File: src/rtl/imem_loadable.sv
// rtl/imem_loadable.sv - loadable instruction RAM for the LEGv8 fetch stage with zero-clear and stream load port
module imem_loadable #(
  parameter int N      = 32,
  parameter int ADDR_W = 7
) (
  input  logic              clk,
  input  logic              reset,
  input  logic [ADDR_W-1:0] addr,
  input  logic              rd_en,
  input  logic              stall,
  output logic [N-1:0]      q,
  output logic              q_valid,
  output logic              busy,
  input  logic              load_start,
  input  logic              load_valid,
  input  logic [N-1:0]      load_data,
  input  logic              load_last,
  output logic              load_ready,
  output logic              load_done,
  output logic [ADDR_W:0]   load_count,
  output logic              load_ovf
);

  localparam int DEPTH = 2 ** ADDR_W;
  localparam logic [ADDR_W-1:0] LAST_ADDR = ADDR_W'(DEPTH - 1);
  localparam logic [ADDR_W-1:0] ONE_ADDR  = ADDR_W'(1);

  typedef enum logic [1:0] {
    S_CLEAR,
    S_RUN,
    S_LOAD
  } state_t;

  state_t            state;
  logic [ADDR_W-1:0] clr_ptr;
  logic [ADDR_W-1:0] wr_ptr;
  logic [N-1:0]      mem [DEPTH];

  logic              mem_we;
  logic [ADDR_W-1:0] mem_wa;
  logic [N-1:0]      mem_wd;
  logic              beat;
  logic              beat_end;

  // Fetch is only served in RUN; everything else reports busy to the pipeline.
  assign busy       = (state != S_RUN);
  assign load_ready = (state == S_LOAD);
  assign beat       = load_ready && load_valid;
  // A load ends on an explicit last word or when the top word is written; it never wraps.
  assign beat_end   = beat && (load_last || (wr_ptr == LAST_ADDR));

  // Single write port: zeroes during CLEAR, stream words during LOAD. Reads only happen in RUN,
  // so a write and a read can never coincide.
  always_comb begin
    mem_we = 1'b0;
    mem_wa = clr_ptr;
    mem_wd = '0;
    case (state)
      S_CLEAR: begin
        mem_we = 1'b1;
        mem_wa = clr_ptr;
        mem_wd = '0;
      end
      S_LOAD: begin
        mem_we = load_valid;
        mem_wa = wr_ptr;
        mem_wd = load_data;
      end
      default: begin
        mem_we = 1'b0;
      end
    endcase
  end

  // RAM array write; the array itself is not reset, CLEAR zeroes it after every reset.
  always_ff @(posedge clk) begin
    if (mem_we) begin
      mem[mem_wa] <= mem_wd;
    end
  end

  // Control FSM with registered fetch data and load status outputs.
  always_ff @(posedge clk or posedge reset) begin
    if (reset) begin
      state      <= S_CLEAR;
      clr_ptr    <= '0;
      wr_ptr     <= '0;
      q          <= '0;
      q_valid    <= 1'b0;
      load_done  <= 1'b0;
      load_count <= '0;
      load_ovf   <= 1'b0;
    end else begin
      load_done <= 1'b0;
      case (state)
        S_CLEAR: begin
          q_valid <= 1'b0;
          clr_ptr <= clr_ptr + ONE_ADDR;
          if (clr_ptr == LAST_ADDR) begin
            state <= S_RUN;
          end
        end
        S_RUN: begin
          if (load_start) begin
            // A same-cycle fetch is dropped so the load owns the port from the next cycle.
            state    <= S_LOAD;
            wr_ptr   <= '0;
            load_ovf <= 1'b0;
            q_valid  <= 1'b0;
          end else if (!stall) begin
            if (rd_en) begin
              q <= mem[addr];
            end
            q_valid <= rd_en;
          end
        end
        S_LOAD: begin
          q_valid <= 1'b0;
          if (beat) begin
            if (beat_end) begin
              state      <= S_RUN;
              load_done  <= 1'b1;
              load_count <= {1'b0, wr_ptr} + {{ADDR_W{1'b0}}, 1'b1};
              if (!load_last) begin
                load_ovf <= 1'b1;
              end
            end else begin
              wr_ptr <= wr_ptr + ONE_ADDR;
            end
          end
        end
        default: begin
          state <= S_CLEAR;
        end
      endcase
    end
  end

endmodule
File: config.mk
export PLATFORM = sky130hd
export DESIGN_NAME = imem_loadable
export DESIGN_NICKNAME = d
export VERILOG_FILES = /design/src/rtl/imem_loadable.sv
export SDC_FILE = /design/constraint.sdc
export NUM_CORES = 2
export LEC_CHECK = 0
export BUFFER_PORTS_ARGS = -buffer_cell sky130_fd_sc_hd__buf_2
export CAP_MARGIN = 20
export CORE_ASPECT_RATIO = 0.9
export CORE_MARGIN = 3
export CORE_UTILIZATION = 54
export CTS_CLUSTER_SIZE = 10
export DETAILED_ROUTE_END_ITERATION = 8
export PLACE_DENSITY = 0.72
export SETUP_SLACK_MARGIN = 0.05
export SLEW_MARGIN = 30
export SYNTH_ARGS = -nofsm -noshare
export SYNTH_HDL_FRONTEND = slang
export SYNTH_SLANG_ARGS = --single-unit
File: constraint.sdc
create_clock -name clk -period 3.95 [get_ports clk]
set_clock_uncertainty 0.15 [all_clocks]
set_input_delay 0.1975 -clock clk [delete_from_list [all_inputs] [get_ports clk]]
set_output_delay 0.1975 -clock clk [all_outputs]
set_load 0.01 [all_outputs]
==> run summary <==
status -> completed
final count of negative-setup-slack endpoints -> 0
Die H -> 524 microns
TritonCTS clock tree -> built
FP Rows -> 189
clk sinks -> 4155
Post-DP HPWL -> 267000 microns
crit path launch type -> flop
Worst Max-Slew Pin Slew -> 1.16 ns
worst setup margin -> 0.198 ns
Post-synth EDFFs -> 4096
CTS root buf -> clkbuf_16
area grow syn2layout -> 14.2%
Cells after Synth -> 7880
Hold Crit Start -> load_data[23]
syn_area_per_cell -> 20.4 sq um
CP Capture Type -> flop
Peak Freq -> 267 MHz
H-tree Lvls -> 5
Seq/Total Area, Yosys -> 0.775
initial antenna violation count -> 25
post-placement setup slack -> 0.0786 ns
CP Launch Point -> state[0]
worst hold path type -> in2reg
clock tree buffer depth -> 4
CP Data Required Time -> 4.33 ns
maximum fanout along the worst path -> 32
synthesized area -> 161000 sq um
fin nets -> 8674
Post-DRT Antenna Nets -> 0
Clk Latency, worst-skew pair -> 0.95 ns
Ports -> 91
final slew viol count -> 0
minimum clock period -> 3.75 ns
commonest non-fill, non-tap cell in the layout -> edfxtp_1
Fill cells -> 19400
Cell Pwr Density -> 545 nW/um^2
port buffer count -> 90
vias in the first global route -> 83400
Starting Density -> 0.544
die area -> 304000 sq um
max_slew headroom -> 0.226
unrepaired setup endpoints after global routing -> no
arrival time at the worst endpoint -> 4.13 ns
core area -> 295000 sq um
syn_nets -> 7928
Synth warnings -> 0
global-route wire length before repair -> 628000 microns
GP Congestion -> 0.922
final worst-path cycle share -> 0.950
Tot GR Track Use -> 0.291
prevailing post-synth register cell -> edfxtp_1
final hold vios -> 0
Final Non-Filler Cells -> 12700
DR vias -> 85400
clock transition at the registers of the reported paths -> 0.06 ns
most frequent cells in the layout -> edfxtp_1 (4096), mux2i_1 (951), mux4_2 (577)
DRT iter0 DRCs -> 13900
Die X-Extent -> 581 microns
maximum VDD drop -> 0.626 mV
hold depth -> 3
Leak Pwr -> 61.1 nW
Placed Cells -> 12000
DR vias/cell -> 6.75
largest net degree at the start of global routing -> 129
post-route core utilization -> 0.621
GRT overflow -> 0
number of remaining DRC errors -> 0
wire per inst -> 35.2 microns
Yosys cell types -> 55
First-pass DRT Iterations -> 6
max cap viols -> 0
worst reg2reg path depth -> 6
drt total wl -> 445000 microns
CTS Buf Count -> 458
reg2reg start -> state[0]
Yosys reg bits -> 4155
crit path kind -> reg2reg
Async S/R FF share, synth -> 0.0142
share of post-route cells with drive strength above 1 -> 0.237
-- per-stage QoR --
stage               setup TNS, ns  total power, mW  area, sq um  hold WS (ns)
floorplan                       0             58.0       161000         0.142
global placement            -4.50             63.4       171000         0.316
detailed placement              0             63.8       171000         0.132
CTS                             0              100       183000       0.00799
global route                    0              102       184000        0.0974
finish                          0             99.9       184000        0.0806
-- critical path, stage by stage, from the launching register on --
cell      delay [ns]
dfrtp_1         0.46
nand2b_1        0.31
buf_4           0.24
o21ai_1         0.58
nand2_1         0.74
nor2_4          0.28
buf_4           0.52
-- cell families after synthesis --
kind of cell               count (synthesis)  share of synthesized area
muxes                                   1597                      0.145
DFF                                     4155                      0.775
and+or+nand+nor                          678                     0.0197
adders and majority gates                  2                   0.000156
buffers and inverters                    482                     0.0170
AOI/OAI and AO/OA                        956                     0.0427
xor gates and xnor gates                  10                   0.000545
-- state kept, by name, indices dropped and copies added (netlist names) --
name / count
clr_ptr: 7
load_count: 8
load_done: 1
load_ovf: 1
mem: 4096
q: 32
q_valid: 1
state: 2
wr_ptr: 7
-- final cells by class --
| cell class | count | area, sq um | share of cell area |
|---|---|---|---|
| clock buffer | 555 | 12000 | 0.0656 |
| clock inverter | 13 | 191 | 0.00104 |
| sequential | 4155 | 124000 | 0.678 |
| inverter | 8 | 42.5 | 0.000232 |
| tap | 3915 | 4900 | 0.0267 |
| multi-input combinational | 3243 | 34700 | 0.189 |
| timing repair buffer | 760 | 7150 | 0.0389 |
| antenna | 8 | 20.0 | 0.000109 |
-- repair_timing --
action / in CTS / in global routing
hold buffers: 46 / 0
endpoints found under the setup margin: 12 / 17
buffers inserted: 0 / 4
endpoints found under the hold margin: 2546 / 0
pin swaps: 0 / 2
resized for setup: 1 / 0
-- metal layers --
layer / vias to the layer above / share of wire / GRT usage
li1: 34100 / - / -
met1: 44200 / 0.36 / 0.411
met2: 6246 / 0.45 / 0.432
met3: 844 / 0.14 / 0.0802
met4: 4 / 0.047 / 0.120
met5: - / 0.000058 / 0
-- cell usage after synthesis (3+ instances only) --
cell type | n | area share
o21ai_0 | 42 | 0.0013
and2_1 | 98 | 0.0038
or2_2 | 3 | 0.00012
o21ai_1 | 37 | 0.0012
a22oi_1 | 192 | 0.0090
xor2_1 | 7 | 0.00038
a221oi_1 | 27 | 0.0015
buf_4 | 81 | 0.0038
buf_1 | 15 | 0.00035
mux4_2 | 577 | 0.081
o31ai_1 | 4 | 0.00019
buf_6 | 56 | 0.0039
nand2b_1 | 17 | 0.00066
mux2i_1 | 951 | 0.059
nand2_1 | 115 | 0.0027
nor3_1 | 98 | 0.0031
nand3_1 | 82 | 0.0026
a21oi_1 | 71 | 0.0022
or3_1 | 7 | 0.00027
o221ai_1 | 32 | 0.0017
xnor2_1 | 3 | 0.00016
nor2b_1 | 5 | 0.00019
o41ai_1 | 32 | 0.0017
a221oi_2 | 3 | 0.00028
dfrtp_1 | 59 | 0.0092
a211oi_1 | 156 | 0.0073
a31oi_1 | 31 | 0.0012
buf_2 | 145 | 0.0045
mux4_1 | 5 | 0.00082
o22ai_1 | 258 | 0.010
mux2_2 | 64 | 0.0045
edfxtp_1 | 4096 | 0.77
o21a_1 | 3 | 0.00014
nand3b_1 | 11 | 0.00051
o32ai_1 | 30 | 0.0016
clkbuf_1 | 175 | 0.0041
a2111oi_2 | 32 | 0.0030
nor2_1 | 235 | 0.0055
inv_1 | 6 | 0.00014
-- path summary, 6_finish.rpt --
kind,end,slack [ns]
setup / recovery,mem[54][9],0.20
max in group asynchronous,q[5],2.48
hold reg to reg,q[21],0.34
min in group asynchronous,wr_ptr[0],0.32
setup reg to reg,mem[54][9],0.20
hold / removal,mem[112][23],0.08
-- where the power goes --
part	total, mW	internal [mW]	switching [mW]
registers	52.4	51.7	0.753
logic	10.8	2.92	7.84
clock network	36.7	21.0	15.7
total	99.9	75.7	24.3
No activity file was read; power rests on OpenSTA's default activity.
